===== config.mk =====
export PLATFORM = sky130hd
export DESIGN_NAME = external_io_v2
export DESIGN_NICKNAME = d
export VERILOG_FILES = /design/src/rtl/external_io_pkg.sv /design/src/rtl/external_io_v2_spi_slave_frame.sv /design/src/rtl/external_io_v2.sv
export SDC_FILE = /design/constraint.sdc
export NUM_CORES = 2
export LEC_CHECK = 0
export ABC_AREA = 1
export CORE_MARGIN = 4
export CORE_UTILIZATION = 24
export CTS_CLUSTER_DIAMETER = 200
export CTS_CLUSTER_SIZE = 28
export DETAILED_ROUTE_END_ITERATION = 16
export GPL_TIMING_DRIVEN = 0
export PLACE_DENSITY = 0.52
export SLEW_MARGIN = 40
export SYNTH_ARGS = -nofsm -noshare
export SYNTH_HDL_FRONTEND = slang
export SYNTH_SLANG_ARGS = --single-unit

===== constraint.sdc =====
create_clock -name clk -period 2.1 [get_ports clk]
set_clock_uncertainty 0.05 [all_clocks]
set_input_delay 0.525 -clock clk [delete_from_list [all_inputs] [get_ports clk]]
set_output_delay 0.525 -clock clk [all_outputs]
set_load 0.01 [all_outputs]

===== src/rtl/external_io_pkg.sv =====
// Shared types and helpers for the external I/O block.
// Imported by the SPI frame slave and the top level.
package external_io_pkg;

  typedef enum logic [1:0] {
    IDLE = 2'd0,
    RX   = 2'd1,
    TX   = 2'd2
  } spi_state_t;

  localparam int SYNC_STAGES_DEFAULT = 2;

  // Bits needed to hold values 0..v-1
  function automatic int clog2(input int v);
    int r;
    r = 0;
    while ((1 << r) < v) r++;
    return r;
  endfunction

endpackage


===== src/rtl/external_io_v2_spi_slave_frame.sv =====
// SPI mode-0 slave, oversampled on clk, with length-checked frames.
// RX frames commit atomically; TX frames shift out a loaded word.
module spi_slave_frame
  import external_io_pkg::*;
#(
  parameter int WIDTH       = 8,
  parameter bit TX_EN       = 1'b0,
  parameter int TX_WIDTH    = 8,
  parameter int SYNC_STAGES = SYNC_STAGES_DEFAULT
) (
  input  logic                clk,
  input  logic                reset,
  input  logic                sck,
  input  logic                sdi,
  input  logic                cs_n,
  input  logic                tx_req,
  input  logic [TX_WIDTH-1:0] tx_data,
  output logic [WIDTH-1:0]    rx_data,
  output logic                rx_commit,
  output logic                tx_done,
  output logic                frame_err,
  output logic                sdo,
  output logic                in_tx
);

  localparam int MAXW = (WIDTH > TX_WIDTH) ? WIDTH : TX_WIDTH;
  localparam int CW   = clog2(MAXW + 2);
  localparam logic [CW-1:0] RX_LEN = CW'(WIDTH);
  localparam logic [CW-1:0] RX_SAT = CW'(WIDTH + 1);
  localparam logic [CW-1:0] TX_LEN = CW'(TX_WIDTH);
  localparam logic [CW-1:0] TX_SAT = CW'(TX_WIDTH + 1);

  logic [SYNC_STAGES-1:0] sck_sync_q, sck_sync_d;
  logic [SYNC_STAGES-1:0] sdi_sync_q, sdi_sync_d;
  logic [SYNC_STAGES-1:0] cs_sync_q, cs_sync_d;
  logic sck_hist_q, sck_hist_d;
  logic cs_hist_q, cs_hist_d;
  spi_state_t state_q, state_d;
  logic [CW-1:0] cnt_q, cnt_d;
  logic [WIDTH-1:0] sh_q, sh_d;
  logic [TX_WIDTH-1:0] tx_q, tx_d;

  logic sck_s, sdi_s, cs_s;
  logic sck_rise, sck_fall, cs_fall, cs_rise;

  // Synchroniser chains plus one history flop for edge detection
  always_comb begin
    sck_sync_d = {sck_sync_q[SYNC_STAGES-2:0], sck};
    sdi_sync_d = {sdi_sync_q[SYNC_STAGES-2:0], sdi};
    cs_sync_d  = {cs_sync_q[SYNC_STAGES-2:0], cs_n};
    sck_s      = sck_sync_q[SYNC_STAGES-1];
    sdi_s      = sdi_sync_q[SYNC_STAGES-1];
    cs_s       = cs_sync_q[SYNC_STAGES-1];
    sck_hist_d = sck_s;
    cs_hist_d  = cs_s;
    sck_rise   = sck_s & ~sck_hist_q;
    sck_fall   = ~sck_s & sck_hist_q;
    cs_fall    = ~cs_s & cs_hist_q;
    cs_rise    = cs_s & ~cs_hist_q;
  end

  // Frame FSM: counter, RX shifter, TX shifter and end-of-frame strobes
  always_comb begin
    state_d   = state_q;
    cnt_d     = cnt_q;
    sh_d      = sh_q;
    tx_d      = tx_q;
    rx_commit = 1'b0;
    tx_done   = 1'b0;
    frame_err = 1'b0;
    unique case (state_q)
      IDLE: begin
        if (cs_fall) begin
          cnt_d = '0;
          if (TX_EN && tx_req) begin
            state_d = TX;
            tx_d    = tx_data;
          end else begin
            state_d = RX;
            sh_d    = '0;
          end
        end
      end
      RX: begin
        if (sck_rise) begin
          sh_d = {sh_q[WIDTH-2:0], sdi_s};
          if (cnt_q != RX_SAT) cnt_d = cnt_q + CW'(1);
        end
        if (cs_rise) begin
          state_d = IDLE;
          if (cnt_q == RX_LEN) rx_commit = 1'b1;
          else frame_err = 1'b1;
        end
      end
      TX: begin
        if (sck_fall) tx_d = tx_q << 1;
        if (sck_rise && cnt_q != TX_SAT) cnt_d = cnt_q + CW'(1);
        if (cs_rise) begin
          state_d = IDLE;
          if (cnt_q == TX_LEN) tx_done = 1'b1;
          else frame_err = 1'b1;
        end
      end
      default: state_d = IDLE;
    endcase
  end

  assign rx_data = sh_q;
  assign in_tx   = (state_q == TX);
  assign sdo     = in_tx & tx_q[TX_WIDTH-1];

  // State registers; synchronisers reset to the idle bus levels
  always_ff @(posedge clk) begin
    if (reset) begin
      sck_sync_q <= '0;
      sdi_sync_q <= '0;
      cs_sync_q  <= '1;
      sck_hist_q <= 1'b0;
      cs_hist_q  <= 1'b1;
      state_q    <= IDLE;
      cnt_q      <= '0;
      sh_q       <= '0;
      tx_q       <= '0;
    end else begin
      sck_sync_q <= sck_sync_d;
      sdi_sync_q <= sdi_sync_d;
      cs_sync_q  <= cs_sync_d;
      sck_hist_q <= sck_hist_d;
      cs_hist_q  <= cs_hist_d;
      state_q    <= state_d;
      cnt_q      <= cnt_d;
      sh_q       <= sh_d;
      tx_q       <= tx_d;
    end
  end

endmodule


===== src/rtl/external_io_v2.sv =====
// External I/O: job config on SPI0, device config or result
// readout on SPI1, first-winner result capture and core handshake.
module external_io_v2
  import external_io_pkg::*;
#(
  parameter int JOB_CONFIG_WIDTH    = 352,
  parameter int DEVICE_CONFIG_WIDTH = 8,
  parameter int RESULT_DATA_WIDTH   = 40,
  parameter int SYNC_STAGES         = SYNC_STAGES_DEFAULT
) (
  input  logic                           clk,
  input  logic                           reset,
  input  logic                           sck0,
  input  logic                           sdi0,
  input  logic                           cs0_n,
  input  logic                           sck1,
  input  logic                           sdi1,
  output logic                           sdo1,
  input  logic                           cs1_n,
  output logic [DEVICE_CONFIG_WIDTH-1:0] device_config,
  output logic [JOB_CONFIG_WIDTH-1:0]    job_config,
  input  logic [RESULT_DATA_WIDTH-1:0]   shapool_result,
  input  logic                           shapool_success,
  output logic                           result_valid,
  output logic                           frame_error,
  output logic                           ready
);

  logic [JOB_CONFIG_WIDTH-1:0] rx0_data;
  logic rx0_commit, err0;
  logic spi0_done_unused, spi0_sdo_unused, spi0_tx_unused;
  logic [DEVICE_CONFIG_WIDTH-1:0] rx1_data;
  logic rx1_commit, tx1_done, err1, in_tx1;

  logic [JOB_CONFIG_WIDTH-1:0] job_config_q, job_config_d;
  logic job_valid_q, job_valid_d;
  logic [DEVICE_CONFIG_WIDTH-1:0] device_config_q, device_config_d;
  logic device_valid_q, device_valid_d;
  logic [RESULT_DATA_WIDTH-1:0] result_q, result_d;
  logic result_valid_q, result_valid_d;
  logic frame_error_q, frame_error_d;
  logic ready_q, ready_d;

  spi_slave_frame #(
    .WIDTH(JOB_CONFIG_WIDTH), .TX_EN(1'b0),
    .TX_WIDTH(2), .SYNC_STAGES(SYNC_STAGES)
  ) u_spi0 (
    .clk(clk), .reset(reset),
    .sck(sck0), .sdi(sdi0), .cs_n(cs0_n),
    .tx_req(1'b0), .tx_data(2'b00),
    .rx_data(rx0_data), .rx_commit(rx0_commit),
    .tx_done(spi0_done_unused), .frame_err(err0),
    .sdo(spi0_sdo_unused), .in_tx(spi0_tx_unused)
  );

  spi_slave_frame #(
    .WIDTH(DEVICE_CONFIG_WIDTH), .TX_EN(1'b1),
    .TX_WIDTH(RESULT_DATA_WIDTH), .SYNC_STAGES(SYNC_STAGES)
  ) u_spi1 (
    .clk(clk), .reset(reset),
    .sck(sck1), .sdi(sdi1), .cs_n(cs1_n),
    .tx_req(result_valid_q), .tx_data(result_q),
    .rx_data(rx1_data), .rx_commit(rx1_commit),
    .tx_done(tx1_done), .frame_err(err1),
    .sdo(sdo1), .in_tx(in_tx1)
  );

  // Commit configs, capture the first result, clear it on a full read
  always_comb begin
    job_config_d    = job_config_q;
    job_valid_d     = job_valid_q;
    device_config_d = device_config_q;
    device_valid_d  = device_valid_q;
    result_d        = result_q;
    result_valid_d  = result_valid_q;
    if (rx0_commit) begin
      job_config_d = rx0_data;
      job_valid_d  = 1'b1;
    end
    if (rx1_commit) begin
      device_config_d = rx1_data;
      device_valid_d  = 1'b1;
    end
    if (tx1_done) begin
      result_valid_d = 1'b0;
    end else if (shapool_success && !result_valid_q && !in_tx1) begin
      result_d       = shapool_result;
      result_valid_d = 1'b1;
    end
    frame_error_d = err0 | err1;
    ready_d = job_valid_q & device_valid_q & ~result_valid_q;
  end

  // Committed state and registered outputs
  always_ff @(posedge clk) begin
    if (reset) begin
      job_config_q    <= '0;
      job_valid_q     <= 1'b0;
      device_config_q <= '0;
      device_valid_q  <= 1'b0;
      result_q        <= '0;
      result_valid_q  <= 1'b0;
      frame_error_q   <= 1'b0;
      ready_q         <= 1'b0;
    end else begin
      job_config_q    <= job_config_d;
      job_valid_q     <= job_valid_d;
      device_config_q <= device_config_d;
      device_valid_q  <= device_valid_d;
      result_q        <= result_d;
      result_valid_q  <= result_valid_d;
      frame_error_q   <= frame_error_d;
      ready_q         <= ready_d;
    end
  end

  assign job_config    = job_config_q;
  assign device_config = device_config_q;
  assign result_valid  = result_valid_q;
  assign frame_error   = frame_error_q;
  assign ready         = ready_q;

endmodule

# Word-level counts from Yosys, hierarchy flattened
# Cells that the tools add are included.
[word_totals]
wordCells = 143
ff_bits = 840
input_bits = 49
[op_classes]
n_bitwise = 20
n_eq_ne = 25
n_reduce_logical = 24
muxes = 47
addsub = 2
[op_table]
columns = ["operator", "n"]
rows = [
  ["$mux 352", 2],
  ["$pmux 352 s2", 1],
  ["$mux 40", 3],
  ["$pmux 40 s2", 1],
  ["$mux 9", 4],
  ["$pmux 9 s3", 1],
  ["$mux 6", 4],
  ["$mux 8", 3],
  ["$ne 2x1->1 const B", 11],
  ["$pmux 6 s3", 1],
  ["$mux 1", 17],
  ["$pmux 8 s2", 1],
  ["$and 1x1->1", 10],
  ["$mux 2", 5],
  ["$reduce_and 5->1", 2],
  ["$add 9x1->9 const B", 1],
  ["$eq 9x2->1 const B", 1],
  ["$eq 9x9->1 const B", 1],
  ["$ne 9x2->1 const B", 1],
  ["$ne 9x9->1 const B", 1],
  ["$not 1->1", 9],
  ["$pmux 2 s2", 2],
  ["$reduce_and 4->1", 2],
  ["$add 6x1->6 const B", 1],
  ["17 further kinds", 33],
]

# Logic depth before layout (Yosys ltp)
[depth]
ltp_word = 6
mapped_depth = 11
ltp_nobuf = 10

# Cells and area by module
# From an unflattened synthesis, not the netlist that was laid out.
[unflattened]
hier_cells = 4301
area_unflattened_um2 = 32137.1
[modules_own_cells]
columns = ["module", "area_per_inst_um2", "n_inst", "cells_each"]
rows = [
  ["spi_slave_frame (u_spi0)", 14764.2, 1, 1990],
  ["external_io_v2", 14269.9, 1, 1839],
  ["spi_slave_frame (u_spi1)", 3103.0, 1, 472],
]

# Least setup slack after synthesis
# No wires, ideal clock.
[synth_timing]
path_kind = "reg-to-reg"
start = "register u_spi1.state_q[0]"
end = "register u_spi1.cnt_q[1]"
synth_period_minus_slack_ps = 1787
path_buffers = 1
path_stages_with_launch = 10
t_arrival_ps = 1615
setup_slack_ps = 313
cell_sequence = "dfxtp_1 inv_1 ha_1 buf_2 nand2_1 nand2_1 nor2_1 nand2_1 o21ai_0 nor2_1"
[synth_between]
elab_chain_cells = 3
elab_cells_between_ends = 10
cone_classes = "eq/ne (6); mux (1); reduce/logical (3)"
[synth_rtl]
columns = ["element", "line_no", "text"]
rows = [
  ["from (decl)", "external_io_v2_spi_slave_frame.sv:38", "spi_state_t state_q, state_d;"],
  ["from (signal assigned)", "external_io_v2_spi_slave_frame.sv:130", "state_q <= state_d;"],
  ["$eq 2x1->1 (tied with other cells)", "external_io_v2_spi_slave_frame.sv:71", "unique case (state_q)"],
  ["$ne 2x1->1 (no line) or $reduce_bool 3->1 (tied branches)", "n/a", ""],
  ["$reduce_and 5->1 (no line)", "n/a", ""],
  ["to (signal assigned)", "external_io_v2_spi_slave_frame.sv:131", "cnt_q <= cnt_d;"],
  ["to (decl)", "external_io_v2_spi_slave_frame.sv:39", "logic [CW-1:0] cnt_q, cnt_d;"],
]
# Parallel ways exist; a longest one is shown, timed or not.
# A chain may end at the register's enable or synchronous reset.

# Worst setup path after layout
[layout_timing]
start = "register u_spi1.state_q[0]"
end = "output port sdo1"
[layout_between]
elab_chain_cells = 2
[layout_rtl]
columns = ["element", "line_no", "text"]
rows = [
  ["$eq 2x2->1", "external_io_v2_spi_slave_frame.sv:109", "assign in_tx = (state_q == TX);"],
  ["$and 1x1->1", "external_io_v2_spi_slave_frame.sv:110", "assign sdo = in_tx & tx_q[TX_WIDTH-1];"],
  ["to (decl)", "external_io_v2.sv:18", "output logic sdo1,"],
]
# Every way passes these cells.

==> results.sh <==
export IMPL_synth_top_family_by_area="simple AND/OR/NAND/NOR gates"
export IMPL_cts_tree="done"
export IMPL_ys_ff_latch=839
export IMPL_cts_made_buffers=35
export IMPL_cp_startpoint="u_spi1.state_q[0]$_SDFFE_PP0P_"
export IMPL_drt_total_wl_um=106000
export IMPL_end_kind="output pin"
export IMPL_synth_seq_area_share=0.499
export IMPL_clock_path_buffers=3
export IMPL_first_pass_iters=5
export IMPL_timing_rr_start="u_spi1.state_q[0]$_SDFFE_PP0P_"
export IMPL_die_x_um=382
export IMPL_grt_overflow=0
export IMPL_finalWorstSetupSlack_ns=-0.0350
export IMPL_antenna_found_initial=5
export IMPL_r2r_cells=8
export IMPL_ir_worst_vdd_v=0.000601
export IMPL_timing_rr_end="result_q[39]$_SDFFE_PP0P_"
export IMPL_required_ns=1.52
export IMPL_setup_viol=1
export IMPL_placed_area_sq_um=40100
export IMPL_fin_area_sq_um=41100
export IMPL_grt_pass1_vias=27966
export IMPL_synthCells=4597
export IMPL_yosys_warnings=0
export IMPL_synth_compound_area_frac=0.150
export IMPL_fmax_mhz=468
export IMPL_nets=5118
export IMPL_wl_per_cell_um=15.3
export IMPL_fin_setup_tns_ns=-0.0350
export IMPL_dp_cells=6885
export IMPL_fp_row_count=137
export IMPL_maxSlewViolCount=0
export IMPL_dieArea_sq_um=146000
export IMPL_dpl_hpwl_um=78500
export IMPL_grt_usage=0.139
export IMPL_finalNonFillerCells=6939
export IMPL_clkSlewWorstSetupHoldPaths_ns=0.12
export IMPL_drc=0
export IMPL_synth_top_area_frac=0.499
export IMPL_critPathLaunchType="flip-flop"
export IMPL_power_mw=28.9
export IMPL_drtIter0Drc=1587
export IMPL_crit_path_max_fanout=5
export IMPL_hold_buffers=0
export IMPL_worst_slew_pin_slew_ns=0.718
export IMPL_p_leak_nw=16.6
export IMPL_synthAdderAreaFrac=0.00372
export IMPL_place_ws_ns=-0.949
export IMPL_grt_max_degree=29
export IMPL_utilization=0.295
export IMPL_io_pins=413
export IMPL_syn_to_final_growth_pct=22.2
export IMPL_holdWs_ns=0.363
export IMPL_grt_pass1_wl_um=162000
export IMPL_crit_type="flip-flop to output pin"
export IMPL_start_util=0.241
export IMPL_viasPerCell=4.25
export IMPL_min_from="u_spi0.sck_sync_q[1]$_SDFF_PP0_"
export IMPL_whs_endpoint="u_spi0.sck_hist_q$_SDFF_PP0_"
export IMPL_ctsHtreeMaxLevel=2
export IMPL_syn_area_per_cell_sq_um=7.32
export IMPL_syn_nets=4656
export IMPL_r2r_slack_ns=0.13
export IMPL_hold_depth=2
export IMPL_min_path_type="flip-flop to flip-flop"
export IMPL_yosysTopAreaCell="dfxtp_1"
export IMPL_root_buffer="clkbuf_16"
export IMPL_syn_area_sq_um=33600
export IMPL_post_route_period_util=1.02
export IMPL_die_h_um=382
export IMPL_synth_mux_area_frac=0
export IMPL_io_buffers=411
export IMPL_clock_latency_ns=0.62
export IMPL_synth_xor_area_share=0
export IMPL_cp_data_arrival_time_ns=1.56
export IMPL_ant_nets=0
export IMPL_cap_violations=0
export IMPL_synth_area_leaders="dfxtp_1 50%, nor2_1 9.3%, inv_1 8.8%, o22ai_1 6.5%, a21oi_1 6.2%"
export IMPL_rsz0062_at_grt="yes"
export IMPL_fillCellCount=15410
export IMPL_core_sq_um=139000
export IMPL_cts_sinks=839
export IMPL_status="complete, but fails checks"
export IMPL_hold_viol_final=0
export IMPL_yosys_area_share_simple=0.204
export IMPL_place_congestion=0.829
export IMPL_vias=29471
export IMPL_finalCriticalPeriod_ns=2.14
export IMPL_slew_headroom=0.521
export IMPL_failed_checks="negative setup slack"
export IMPL_power_density_nw_per_um2=703
export IMPL_drive_above_1_share=0.0700
export IMPL_synth_lib_cells_used_distinct=27
[state kept, by name, summed over array words and instances, names as in the netlist, 2 cells and up]
name / cells
job_config: 352
u_spi0.sck_sync_q: 2
u_spi1.rx_data: 8
u_spi1.cs_sync_q: 2
u_spi0.rx_data: 352
u_spi0.cs_sync_q: 2
device_config: 8
u_spi0.cnt_q: 9
u_spi0.sdi_sync_q: 2
result_q: 40
u_spi1.sdi_sync_q: 2
u_spi1.sck_sync_q: 2
u_spi1.state_q: 2
u_spi1.tx_q: 40
u_spi1.cnt_q: 6
[final cells by class]
type / count / area, sq um / area share
antenna: 3 / 7.51 / 0.000183
buffer: 351 / 2050 / 0.0499
clock buffer: 38 / 930 / 0.0226
inverter: 794 / 2980 / 0.0726
multi-input combinational: 2611 / 12100 / 0.295
sequential: 839 / 16800 / 0.410
tap: 1876 / 2350 / 0.0571
timing repair buffer: 427 / 3840 / 0.0933
[cell families (layout without fill, tap and decap cells)]
logic type,after synthesis,count (layout)
AO/OA/AOI/OAI,918,918
adder cells (fa/ha/maj),10,10
buffers and inverters,1147,1610
flip-flops,839,839
other,0,3
AND/OR/NAND/NOR,1683,1683
[what timing repair did]
action	in CTS	in global routing
pin swaps	1	6
setup endpoints to repair	1148	660
cloned	0	1
gates resized for setup	454	90
buffers inserted	4	10
[cells in the mapped netlist, drive strengths merged]
cell,number
nor3b,1
nand2,443
nor3,6
o21bai,2
nor4,1
o22ai,351
ha,10
buf,206
a21oi,416
o21ai,149
dfxtp,839
nand3,382
nand4,7
clkinv,2
or2,5
nor2,838
clkbuf,147
inv,792
[layer usage]
layer,vias up,track usage,share of wire
met5,-,0,0
met4,0,0.0296,0.019
met3,78,0.0294,0.051
met2,453,0.236,0.46
met1,13539,0.181,0.47
li1,15401,-,-
[worst max path at each step]
stage,end,slack [ns],depth (start not counted)
detailed placement,device_config[1]$_SDFFE_PP0P_,-0.95,6
finish,sdo1,-0.04,6
global placement,job_config[319]$_SDFFE_PP0P_,-1.01,6
CTS,sdo1,-0.22,7
floorplan,u_spi1.cnt_q[1]$_SDFFE_PP0P_,0.31,9
global route,sdo1,-0.14,6
[critical path, cell delays in order (launching register included)]
cell and delay (ns):
dfxtp_2 0.36, inv_2 0.05, ha_4 0.17, clkbuf_16 0.15, nand2_4 0.06, inv_4 0.04
buf_6 0.11
[cells in the final DEF (no fill, tap or decap), types with 3 or more instances in the layout]
| cell type | synthesis | layout |
|---|---|---|
| nor2_1 | 837 | 835 |
| dfxtp_1 | 839 | 796 |
| inv_1 | 791 | 789 |
| nand2_1 | 443 | 439 |
| a21oi_1 | 416 | 415 |
| nand3_1 | 382 | 377 |
| dlygate4sd2_1 | 0 | 359 |
| o22ai_1 | 351 | 351 |
| o21ai_0 | 148 | 147 |
| buf_2 | 126 | 114 |
| clkbuf_1 | 147 | 110 |
| clkdlybuf4s50_1 | 0 | 47 |
| clkbuf_2 | 0 | 43 |
| dfxtp_2 | 0 | 43 |
| buf_6 | 38 | 42 |
| clkbuf_16 | 0 | 39 |
| buf_4 | 13 | 26 |
| buf_1 | 26 | 12 |
| ha_1 | 10 | 9 |
| clkbuf_4 | 0 | 8 |
| nand4_1 | 7 | 7 |
| buf_12 | 0 | 6 |
| nand3_2 | 0 | 5 |
| buf_8 | 3 | 5 |
| or2_2 | 5 | 5 |
| nor3_1 | 4 | 4 |
| diode_2 | 0 | 3 |
| clkdlybuf4s15_1 | 0 | 3 |
[power breakdown]
group          switching [mW]  internal (mW)
logic                    2.50           1.21
registers               0.267           16.5
clock network            5.23           3.20
total                    8.00           20.9
(Power assumes the default switching activity.)
